$ cat config.mk
export PLATFORM = sky130hd
export DESIGN_NAME = fetch_stage
export DESIGN_NICKNAME = d
export VERILOG_FILES = /design/src/rtl/fetch_stage.sv
export SDC_FILE = /design/constraint.sdc
export NUM_CORES = 1
export LEC_CHECK = 0
export ABC_AREA = 1
export ABC_CLOCK_PERIOD_IN_PS = 6800
export BUFFER_PORTS_ARGS = -buffer_cell sky130_fd_sc_hd__clkbuf_2
export CORE_ASPECT_RATIO = 1.25
export CORE_MARGIN = 1.5
export CORE_UTILIZATION = 54
export DETAILED_ROUTE_END_ITERATION = 12
export GPL_TIMING_DRIVEN = 0
export PLACE_DENSITY = 0.86
export REMOVE_ABC_BUFFERS = 1
export SLEW_MARGIN = 30
export SYNTH_ARGS = -nofsm -noshare
export SYNTH_HDL_FRONTEND = slang
export SYNTH_SLANG_ARGS = --single-unit
$ cat constraint.sdc
create_clock -name clk -period 6.8 [get_ports clk]
set_input_delay 0.34 -clock clk [delete_from_list [all_inputs] [get_ports clk]]
set_output_delay 0.34 -clock clk [all_outputs]
set_load 0.02 [all_outputs]
$ cat src/rtl/fetch_stage.sv
`default_nettype none
// ============================================================================
// Module   : fetch_stage
// Purpose  : Instruction-fetch stage of a classic 5-stage pipeline. Holds the
//            PC register, selects the next PC (branch redirect > stall hold >
//            sequential PC+4), latches the fetched word into the IF/ID
//            register and keeps a saturating count of taken branches.
// Ports    : clk            - clock, all state updates on the rising edge
//            rst            - asynchronous active-high reset
//            PCSrc          - branch taken (from MEM-stage Branch & Zero)
//            branch_target  - branch address from EX/MEM (bits [1:0] ignored)
//            stall          - hazard-unit hold request
//            imem_addr      - instruction memory address (equals pc)
//            imem_data      - instruction word for imem_addr, same cycle
//            pc             - current PC register value
//            if_id_instr    - IF/ID latched instruction
//            if_id_pc_plus4 - IF/ID latched PC+4
//            if_id_valid    - IF/ID holds a real (non-squashed) instruction
//            branch_count   - saturating taken-branch counter
// Config   : FETCH_BRANCH_FLUSH_EN - when defined, a taken branch squashes
//            IF/ID to NOP_INSTR; when undefined the fetched word is kept
//            (delay-slot behaviour).
// Revision : 1.0 - initial release
// ============================================================================
module fetch_stage #(
    parameter logic [31:0] RESET_PC  = 32'h0000_0000,
    parameter logic [31:0] NOP_INSTR = 32'h0000_0000
) (
    input  logic        clk,
    input  logic        rst,
    input  logic        PCSrc,
    input  logic [31:0] branch_target,
    input  logic        stall,
    output logic [31:0] imem_addr,
    input  logic [31:0] imem_data,
    output logic [31:0] pc,
    output logic [31:0] if_id_instr,
    output logic [31:0] if_id_pc_plus4,
    output logic        if_id_valid,
    output logic [15:0] branch_count
);

    localparam logic [15:0] c_BC_MAX   = 16'hFFFF;
    // Reset PC is forced word-aligned so pc[1:0] is zero from the first cycle.
    localparam logic [31:0] c_RESET_PC = {RESET_PC[31:2], 2'b00};

    logic [31:0] r_pc_q,     w_pc_d;
    logic [31:0] r_instr_q,  w_instr_d;
    logic [31:0] r_pc4_q,    w_pc4_d;
    logic        r_valid_q,  w_valid_d;
    logic [15:0] r_bcnt_q,   w_bcnt_d;
    logic [31:0] w_pc_plus4;

    // Wraps naturally modulo 2^32.
    assign w_pc_plus4 = r_pc_q + 32'd4;

    always_comb begin
        w_pc_d    = r_pc_q;
        w_instr_d = r_instr_q;
        w_pc4_d   = r_pc4_q;
        w_valid_d = r_valid_q;
        w_bcnt_d  = r_bcnt_q;
        if (PCSrc) begin
            // Redirect wins over stall so a taken branch is never lost.
            w_pc_d = {branch_target[31:2], 2'b00};
            if (r_bcnt_q != c_BC_MAX) begin
                w_bcnt_d = r_bcnt_q + 16'd1;
            end
`ifdef FETCH_BRANCH_FLUSH_EN
            w_instr_d = NOP_INSTR;
            w_pc4_d   = 32'h0000_0000;
            w_valid_d = 1'b0;
`else
            w_instr_d = imem_data;
            w_pc4_d   = w_pc_plus4;
            w_valid_d = 1'b1;
`endif
        end else if (!stall) begin
            w_pc_d    = w_pc_plus4;
            w_instr_d = imem_data;
            w_pc4_d   = w_pc_plus4;
            w_valid_d = 1'b1;
        end
    end

    always_ff @(posedge clk or posedge rst) begin
        if (rst) begin
            r_pc_q    <= c_RESET_PC;
            r_instr_q <= NOP_INSTR;
            r_pc4_q   <= 32'h0000_0000;
            r_valid_q <= 1'b0;
            r_bcnt_q  <= 16'h0000;
        end else begin
            r_pc_q    <= w_pc_d;
            r_instr_q <= w_instr_d;
            r_pc4_q   <= w_pc4_d;
            r_valid_q <= w_valid_d;
            r_bcnt_q  <= w_bcnt_d;
        end
    end

    assign imem_addr      = r_pc_q;
    assign pc             = r_pc_q;
    assign if_id_instr    = r_instr_q;
    assign if_id_pc_plus4 = r_pc4_q;
    assign if_id_valid    = r_valid_q;
    assign branch_count   = r_bcnt_q;

endmodule
`default_nettype wire

Word level (Yosys, flattened, before mapping)
Index checks and enable logic that the tools add are counted.

Register bits: 113. Bits of input ports: 68.

Add/sub/neg operators: 2. Equal/unequal tests: 2. Mux-type cells: 7. Reduce and logical (&&, ||, !) cells: 1.

Operators by type and width (number): 2-to-1 mux 32 bit (5); adder 32 x 3 -> 32 bit, second input constant (1); adder 16 x 1 -> 16 bit, second input constant (1); != test 16 bit, second input constant (1); 2-to-1 mux 1 bit (2); != test 2 bit, second input constant (1); AND reduction 2 bit (1).

Depth between registers and ports, before layout
Gate-level depths: netlist of run 1.

Depth in word-level cells: 3. Depth in mapped cells: 11. Gate-level depth less buffers: 10.

Worst setup path after synthesis of run 1
OpenSTA, ideal clock, no wires.

Path kind: reg-to-reg. From: reg r_bcnt_q[0], in the netlist branch_count[0]. To: reg r_bcnt_q[2], in the netlist branch_count[2]. Setup time: 0.123 ns. Arrival: 1.591 ns. Data required time: 6.677 ns. Slack: 5.086 ns. Cell stages (with the launch flop): 12. Buffers on the path: 1. Path through: dfrtp_1 > ha_1 > inv_1 > nor2_4 > inv_2 > nor2_2 > nand2_2 > nand2_4 > inv_4 > buf_6 > nand3_1 > nand2_1.

Cells in the longest elaborated chain, start to end: 2. Elaborated cells between the ends (all ways): 3. Those cells by class: add/sub (1); eq/ne (1); reduce/logical (1).

Ends and longest elaborated chain: start: declaration (RTL line 51) `logic [15:0] r_bcnt_q, w_bcnt_d;`; start signal: assignment (RTL line 98) `r_bcnt_q <= w_bcnt_d;`; branches (longest 2 deep; another with adder 16 x 1 -> 16 bit).

Several ways; the timed one is not identified. A chain may end at the register's enable or synchronous reset.

Worst setup path in the final report of run 1
From: in PCSrc. To: reg r_pc_q[11], in the netlist imem_addr[11].

Cells in the longest elaborated chain, start to end: 1. Elaborated cells between the ends (all ways): 2. Those cells by class: eq/ne (1); mux (1).

Ends and longest elaborated chain: start: declaration (RTL line 31) `input logic PCSrc,`; != test 2 bit (no line) / 2-to-1 mux 32 bit (equally long branches); end signal: assignment (RTL line 88) `r_pc_q <= c_RESET_PC;`; end signal: assignment (RTL line 94) `r_pc_q <= w_pc_d;`; end: declaration (RTL line 47) `logic [31:0] r_pc_q, w_pc_d;`.

Several ways; a longest one is shown, not always the timed one.

==> impl_metrics.csv, run 1 <==
group,metric,value,unit
route,drtIter0Drc,251,
floorplanning,fp.dieH,119.2,µm
placed_design,dp.cells,1087,
global_routing,grtUsageTotal,25.64,%
synthesis,synth_most_common_cell,"nand2_1",
route,drtAntennaViolNets,0,
power,p_clk_share,27.5,%
timing,post-route-period-util,34.78,%
global_routing,grt_max_degree,69,
clocking,cts_buffers,9,
synthesis,yosys.cell_types.count,31,
timing,rsz0062_at_grt,"no",
route,drc,0,
clocking,tritoncts,"done",
final_layout,syn_to_final_growth,20.52,%
route,post_drt_wl_per_cell,12.81,µm
route,viasPerCell,4.903,
clocking,cts_max_level,3,
final_layout,num-nets-final,1036,
timing,worst_pin_slew,841.3,ps
synthesis,yosys-top-cells-count,"nand2_1 (376), dfrtp_1 (109), inv_1 (70)",
worst_setup_path,endpoint_kind,"flop",
clocking,clk_pin_slew_worst_paths,70,ps
power,combPwrFrac,26.6,%
synthesis,synth-edff-count,0,
timing,drv_slew,0,
final_layout,fill_cells,942,
power,cellPowerDensity,254.9,nW/µm²
worst_setup_path,path_class,"primary input to flop",
power,pwr-share-seq,45.9,%
synthesis,synthFlopType,"dfrtp_1",
power,switching_share,36.53,%
final_layout,num_antenna_cells,0,
timing,hold_viol,0,
worst_setup_path,cp.arrival,2600,ps
synthesis,synth_seq_area_share,46.79,%
global_routing,antenna_found_initial,0,
worst_setup_path,crit_start,"PCSrc",
synthesis,synth_warnings,0,
worst_setup_path,critical_path_peak_fanout,52,
clocking,clock_sinks,109,
worst_setup_path,cp-start-kind,"primary input",
timing,fmax,422.8,MHz
floorplanning,core_area,10560,µm²
timing,setup_tns,0,ps
power,ir_drop,0.1121,mV
global_routing,grt_pass1_wl,22990,µm
clocking,post-cts-setup-buffer-count,0,
clocking,cts_hold_buf,0,
route,drtPass1Iterations,5,
placed_design,gp_congestion,0.8668,
route,totalWireLength,14130,µm
floorplanning,num_rows,42,
floorplanning,ios,213,
placed_design,dpl.hpwl,10370,µm
route,via_count,5408,
timing,min_period,2365,ps
power,total_leakage_power,0.003924,µW
clocking,cts_root_buf,"clkbuf_16",
floorplanning,fp.dieW,95.93,µm
final_layout,instances_no_fill,1103,
synthesis,synth_top_cell_area_share,46.79,%
global_routing,grt_pass1_vias,4969,
worst_setup_path,cpMaxStageDelayCell,"nor2_4",
clocking,clkLatencyLatePin,350,ps
clocking,cts_resized,0,
floorplanning,start_util,55.19,%
timing,clock_skew,6.917,ps
placed_design,portBuffers,204,
final_layout,final_area,7025,µm²
min_path,min_path_type,"primary input to asynchronous set/reset pin",
clocking,cts_buffer_depth,2,
floorplanning,dieArea,11430,µm²
synthesis,async_flop_share,100.0,%
status,outcome,"completed",
worst_setup_path,critPathMaxStageDelay,680,ps
synthesis,syn-instance-count,802,
timing,relSlewSlack,43.85,%
timing,setup_violations,0,
final_layout,drive_gt1_share,25.13,%
worst_setup_path,r2r_start,"branch_count[0]",
synthesis,ys_seq_elements,109,
placed_design,dpl-instance-area,6749,µm²
synthesis,synth_area_per_cell,7.269,µm²
flow_run,maxCapViolations,0,
worst_setup_path,required,7030,ps
power,p_int,1137,µW
power,p_switching,654.3,µW
worst_setup_path,crit_chain,"clkbuf_2 > nor2_4 > buf_16 > buf_16 > inv_4 > buf_12 > o21ai_0 > inv_1 > nand2_1 > o21ai_0",
global_routing,grt_overflow,0,
synthesis,synth_area,5829,µm²
synthesis,yosys.area.top_type,"dfrtp_1",
synthesis,synthTopCellsByArea,"dfrtp_1 (47%), nand2_1 (24%), buf_4 (4.8%)",
## power groups by stage
stage               registers (µW)  logic [µW]  clock network [µW]
CTS                            821         482                 504
global placement               832         465                   0
detailed placement             832         481                   0
finish                         823         477                 492
global route                   836         531                 527
floorplan                      946         175                   0
## registers in the layout, summed over array words and instances, names as in the netlist
register and cells:
imem_addr 30, if_id_pc_plus4 30, if_id_instr 32, branch_count 16, if_id_valid 1
## through the flow
stage	setup WS, ps	util (%)	total power, µW	hold slack, ps
after floorplan	2991	-	1121	449.6
after global placement	228.8	62.88	1297	452.0
after detailed placement	4068	63.89	1314	458.7
after CTS	4429	66.51	1807	94.72
after global routing	4208	66.51	1894	125.8
final	4435	66.51	1791	71.56
## metal layers
metal  GRT usage [%]  up-vias  share of wire [%]
met1           32.27     2481                 42
met5               0        -                  0
li1                -     2737                  -
met3           5.109       21                5.5
met4           9.007        0                2.1
met2           43.09      169                 50
## cell usage in the layout (no fill, tap or decap), types with 3 or more instances in the layout
cell         n
o21ai_0     43
inv_1       68
nor2_1      53
nor2_4       5
o211ai_1     3
nand3_1     31
clkbuf_16    9
dfrtp_1    109
nor2_2       6
xnor2_1      4
conb_1       6
a31oi_1      3
clkbuf_2   204
nand2_1    376
a22o_1       4
nand4_1      5
xor2_1      12
## logic make-up (layout without fill, tap and decap cells)
family                     count (synthesis)  count (layout)  synth area share, %
and+or+nand+nor                          486             486                33.57
buffers and inverters                    132             296                11.42
DFF                                      109             109                46.79
AOI/OAI and AO/OA                         56              56                5.323
xor gates and xnor gates                  16              16                2.404
adders and majority gates                  2               2               0.4292
other                                      1               6              0.06433
## area by class of cell
cell class	instances	area, µm²	share of cell area (%)
flip-flops and latches	109	2728	38.82
multi-input cells	566	2460	35.01
repair buffers	208	1116	15.89
inverters	72	280.3	3.989
clock buffers	9	225.2	3.206
well taps	132	165.2	2.351
clock inverters	7	51.30	0.7302
## final timing paths
kind / endpoint / slack, ps / cells past startpoint
worst min-delay path: if_id_pc_plus4[6] / 70 / 2
min in group clk: if_id_instr[10] / 180 / 3
worst max-delay path: imem_addr[11] / 4430 / 10
max in group asynchronous: if_id_pc_plus4[29] / 6090 / 3
worst max register to register: branch_count[8] / 5000 / 10
worst min register to register: if_id_valid / 470 / 1
## worst max-delay path: cells and delay by family
| kind | cells | cell delay, ps |
|---|---|---|
| buffers and inverters | 6 | 1300 |
| AND/OR/NAND/NOR | 2 | 740 |
| AO/OA/AOI/OAI | 2 | 170 |
No activity file was read; power rests on OpenSTA's default activity.
==> run 2: changes to the inputs <==
- ABC_CLOCK_PERIOD_IN_PS: 6800 -> 2450
- CORE_UTILIZATION: 54 -> 50
- PLACE_DENSITY: 0.86 -> 0.81
- clock period: 6.8 -> 2.45 ns (I/O delays scaled with it)
==> impl_metrics.csv, run 2 (synthesis results as in run 1) <==
group,metric,value,unit
floorplanning,dieArea,12320,µm²
placed_design,gp_congestion,0.8628,
worst_setup_path,required,2700,ps
clocking,clock_sinks,109,
route,drtAntennaViolNets,0,
route,drtPass1Iterations,5,
final_layout,final_cell_mix,"nand2_1 (376), clkbuf_2 (204), dfrtp_1 (109)",
min_path,min_path_type,"primary input to flop",
worst_setup_path,cp.arrival,2230,ps
clocking,cts_buffer_depth,2,
timing,worst_pin_slew,844.6,ps
floorplanning,fp.dieH,123.7,µm
clocking,cts_resized,0,
power,switching_share,37.04,%
power,p_int,3229,µW
placed_design,portBuffers,204,
final_layout,final_common_cell,"nand2_1",
clocking,clk_pin_slew_worst_paths,80,ps
power,p_clk_share,28.7,%
power,pwr-share-seq,44.5,%
final_layout,instances_no_fill,1141,
floorplanning,core_area,11240,µm²
global_routing,grt_pass1_vias,5165,
power,total_power,5129,µW
timing,drv_slew,0,
timing,relSlewSlack,43.63,%
floorplanning,ios,213,
clocking,cts_root_buf,"clkbuf_16",
worst_setup_path,crit_chain,"clkbuf_2 > nor2_4 > buf_16 > buf_8 > inv_4 > buf_12 > or2_2",
power,cellPowerDensity,691.5,nW/µm²
floorplanning,num_rows,43,
timing,hold_viol,0,
floorplanning,start_util,51.84,%
flow_run,maxCapViolations,0,
final_layout,syn_to_final_growth,27.24,%
global_routing,grt_overflow,0,
final_layout,drive_gt1_share,24.35,%
route,drtIter0Drc,236,
power,ir_drop,0.3906,mV
timing,min_period,1978,ps
final_layout,num-nets-final,1071,
power,combPwrFrac,26.8,%
global_routing,antenna_found_initial,0,
floorplanning,fp.dieW,99.58,µm
timing,fmax,505.5,MHz
clocking,cts_buffers,9,
worst_setup_path,cp-start-kind,"primary input",
timing,clock_skew,11.54,ps
route,post_drt_wl_per_cell,13.36,µm
global_routing,grt_pass1_wl,24810,µm
worst_setup_path,critical_path_peak_fanout,58,
worst_setup_path,path_class,"primary input to flop",
worst_setup_path,cpMaxStageDelayCell,"nor2_4",
global_routing,grt_max_degree,70,
worst_setup_path,critPathMaxStageDelay,570,ps
route,via_count,5544,
clocking,clkLatencyLatePin,360,ps
timing,post-route-period-util,80.74,%
route,totalWireLength,15240,µm
power,total_leakage_power,0.004094,µW
power,p_switching,1900,µW
final_layout,num_antenna_cells,0,
worst_setup_path,endpoint_kind,"flop",
final_layout,largest_reg_flops,32,
route,viasPerCell,4.859,
clocking,tritoncts,"done",
placed_design,dpl.hpwl,10610,µm
timing,setup_violations,0,
placed_design,dp.cells,1091,
status,outcome,"completed",
global_routing,grtUsageTotal,25.34,%
timing,rsz0062_at_grt,"no",
clocking,cts_max_level,3,
route,drc,0,
==> run 2: cell count changes in the layout (fill, tap and decap cells not counted), sizes merged <==
| cell | change |
|---|---|
| clkinvlp | -2 |
| inv | +4 |
| clkinv | -2 |
| dlygate4sd3 | +34 |
| buf | +1 |
==> run 2: worst paths after layout <==
kind,startpoint,to,slack (ps),depth (start not counted)
max,PCSrc,if_id_valid,470,7
min reg2reg,if_id_valid,if_id_valid,470,1
min in group asynchronous,rst,branch_count[1],320,3
max reg2reg,branch_count[0],branch_count[10],640,10
min,branch_target[8],imem_addr[8],10,3
max in group asynchronous,rst,if_id_pc_plus4[2],1490,4
==> run 2: power by group through the flow <==
stage | logic (µW) | clock network, µW | registers (µW)
2_1_floorplan | 486 | 0 | 2630
3_3_place_gp | 1300 | 0 | 2310
3_5_place_dp | 1340 | 0 | 2310
4_1_cts | 1380 | 1490 | 2280
5_1_grt | 1530 | 1570 | 2320
6_report | 1380 | 1470 | 2280
==> run 2: worst max-delay path, delay by kind of cell <==
kind          cells  cell delay (ps)
simple gates      2              860
buf+inv           5             1190
==> run 2: repair_timing <==
| action | CTS | global route |
|---|---|---|
| hold buffers | 34 | 0 |
| hold endpoints to repair | 73 | 0 |
| buffers inserted | 0 | 0 |
==> run 2: per-stage QoR <==
stage / hold slack (ps) / setup TNS, ps / worst slack (ps) / area, µm² / utilization [%]
6_report: 14.15 / 0 / 471.8 / 7417 / 65.96
5_1_grt: 20.79 / 0 / 279.3 / 7417 / 65.96
4_1_cts: 7.925 / 0 / 476.2 / 7417 / 65.96
3_5_place_dp: 150.2 / 0 / 102.6 / 6775 / 60.25
3_3_place_gp: 317.4 / -505640 / -3989 / 6645 / 59.10
2_1_floorplan: 232.1 / -131980 / -1142 / 5455 / -
==> run 2: cell type report <==
type                       instances  area (µm²)
sequential                       109        2728
tap                              135       168.9
clock buffer                       9       225.2
fill                             983        3827
multi-input combinational        566        2460
clock inverter                     7       76.32
inverter                          72       280.3
timing repair buffer             243        1479
==> run 2: metal layers <==
metal,vias to the layer above,part of all wire [%],global-route usage (%),wire [µm]
li1,2802,-,-,-
met1,2514,41,31.47,6219
met2,193,50,43.32,7653
met3,35,5.6,4.489,861
met4,0,3.3,11.53,508
met5,-,0,0,0
==> run 3: changes to the inputs <==
- ABC_AREA: 1 -> 0
- ABC_CLOCK_PERIOD_IN_PS: 2450 -> 1800
- CORE_UTILIZATION: 50 -> 45
- PLACE_DENSITY: 0.81 -> 0.77
- clock period: 2.45 -> 1.8 ns (I/O delays scaled with it)
==> impl_metrics.csv, run 3 <==
group,metric,value,unit
final_layout,fill_cells,926,
synthesis,synthFlopType,"dfrtp_1",
placed_design,dp.cells,934,
floorplanning,start_util,46.41,%
final_layout,final_common_cell,"clkbuf_2",
flow_run,maxCapViolations,0,
timing,min_period,1978,ps
final_layout,final_cell_mix,"clkbuf_2 (203), nand2_1 (157), dfrtp_1 (82)",
clocking,tritoncts,"done",
power,p_int,4789,µW
timing,clock_skew,11.14,ps
final_layout,largest_reg_flops,32,
final_layout,num_antenna_cells,0,
clocking,cts_buffers,9,
synthesis,synth_warnings,0,
global_routing,antenna_found_initial,0,
worst_setup_path,endpoint_kind,"flop",
power,pwr-share-seq,42.1,%
route,drtIter0Drc,383,
power,total_leakage_power,0.003910,µW
synthesis,synth-edff-count,0,
timing,setup_ws,-178.2,ps
timing,relSlewSlack,42.42,%
timing,setup_violations,29,
timing,fmax,505.5,MHz
placed_design,dpl.hpwl,9892,µm
floorplanning,ios,213,
clocking,clkLatencyLatePin,350,ps
route,totalWireLength,17470,µm
status,failed_checks,"negative setup slack",
route,drc,0,
floorplanning,fp.dieH,128.8,µm
timing,hold_viol,0,
power,p_switching,2424,µW
synthesis,synth_area_per_cell,8.971,µm²
min_path,min_path_type,"primary input to flop",
synthesis,async_flop_share,100.0,%
route,via_count,5752,
worst_setup_path,cp.arrival,2250,ps
clocking,clock_sinks,109,
synthesis,yosys-top-cells-count,"nand2_1 (158), dfrtp_1 (109), o21ai_0 (58)",
placed_design,gp_congestion,0.8313,
synthesis,synth_area,5697,µm²
synthesis,synth_seq_area_share,47.88,%
worst_setup_path,path_class,"flop to flop",
global_routing,grt_max_degree,85,
timing,rsz0062_at_grt,"yes",
route,post_drt_wl_per_cell,16.09,µm
synthesis,yosys.area.top_type,"dfrtp_1",
synthesis,syn-instance-count,635,
final_layout,ff_latch_area,2761,µm²
synthesis,ys_seq_elements,109,
status,outcome,"finished, violations left",
floorplanning,core_area,12270,µm²
floorplanning,dieArea,13350,µm²
power,combPwrFrac,27.5,%
power,switching_share,33.61,%
final_layout,num-nets-final,987,
route,drtAntennaViolNets,0,
power,p_clk_share,30.3,%
timing,worst_pin_slew,863.6,ps
timing,setup_tns,-2673,ps
synthesis,yosys.cell_types.count,48,
synthesis,synth_most_common_cell,"nand2_1",
timing,worst_hold_slack,57.87,ps
synthesis,synth_top_cell_area_share,47.88,%
floorplanning,fp.dieW,103.6,µm
final_layout,multiInputGateArea,2666,µm²
global_routing,grtUsageTotal,25.33,%
clocking,cts_root_buf,"clkbuf_16",
placed_design,portBuffers,204,
power,ir_drop,0.5652,mV
timing,post-route-period-util,109.9,%
final_layout,drive_gt1_share,39.15,%
global_routing,grt_overflow,0,
global_routing,grt_pass1_vias,5275,
clocking,cts_max_level,3,
timing,drv_slew,0,
route,viasPerCell,5.297,
synthesis,synthTopCellsByArea,"dfrtp_1 (48%), nand2_1 (10%), o21ai_0 (5.1%)",
worst_setup_path,regToRegSetupSlack,-180,ps
final_layout,instances_no_fill,1086,
power,cellPowerDensity,868.2,nW/µm²
clocking,cts_buffer_depth,2,
route,drtPass1Iterations,5,
placed_design,dpl_worst_slack,-834.2,ps
clocking,clk_pin_slew_worst_paths,80,ps
floorplanning,num_rows,45,
final_layout,syn_to_final_growth,45.84,%
power,total_power,7213,µW
global_routing,grt_pass1_wl,27040,µm
worst_setup_path,critical_path_peak_fanout,8,
worst_setup_path,cp-start-kind,"flop",
worst_setup_path,required,2070,ps
[run 3: area by class of cell]
cell class              count  area share (%)
well taps                 164           2.470
clock inverters             7           1.235
clock buffers               9           2.711
flip-flops and latches    109           33.24
repair buffers            341           28.03
inverters                   3          0.2259
multi-input cells         453           32.09
[run 3: logic make-up after synthesis]
family,after synthesis,share of synthesized area (%)
buf+inv,81,9.137
xor+xnor,39,5.996
fa+ha+maj,2,0.4392
simple gates,312,27.35
compound gates,89,8.764
flops,109,47.88
mux,2,0.3734
other cells,1,0.06583
[run 3: worst paths after layout]
kind | start | to | depth (start not counted)
worst max-delay path | imem_addr[2] | if_id_pc_plus4[28] | 7
worst min register to register | if_id_pc_plus4[3] | if_id_pc_plus4[3] | 2
max in group asynchronous | rst | imem_addr[19] | 4
worst max register to register | imem_addr[2] | if_id_pc_plus4[28] | 7
worst min-delay path | branch_target[27] | imem_addr[27] | 3
min in group asynchronous | rst | branch_count[15] | 3
[run 3: through the flow]
stage               utilization, %  cell area, µm²
floorplan                        -            5206
global placement             52.41            6432
detailed placement           53.51            6568
CTS                          65.67            8060
global route                 67.69            8308
finish                       67.69            8308
[run 3: routing by layer]
layer	track usage, %	wire length [µm]	up-vias
met5	0	0	-
met4	11.68	550	0
met3	3.445	990	45
met2	44.27	8804	256
met1	31.43	7125	2726
li1	-	-	2725
[run 3: power groups by stage]
stage	combinational (µW)	clock (µW)	sequential, µW
floorplan	496	0	3490
global placement	1490	0	3130
detailed placement	1540	0	3140
CTS	1890	2230	3040
global route	2140	2320	3080
finish	1990	2190	3040
[run 3: timing repair]
item / 4_1_cts / 5_1_grt
cloned: 3 / 0
setup endpoints to repair: 41 / 38
resized for setup: 55 / 28
endpoints found under the hold margin: 110 / 0
pin swaps: 37 / 18
hold buffers: 62 / 0
setup buffers: 49 / 22
[run 3: worst max-delay path, stage by stage, from the launching register on]
cell and delay, ps:
dfrtp_2 380, buf_6 100, ha_4 140, nand4_1 90, buf_6 150, or4_4 530, or3_1 360, a31oi_1 160
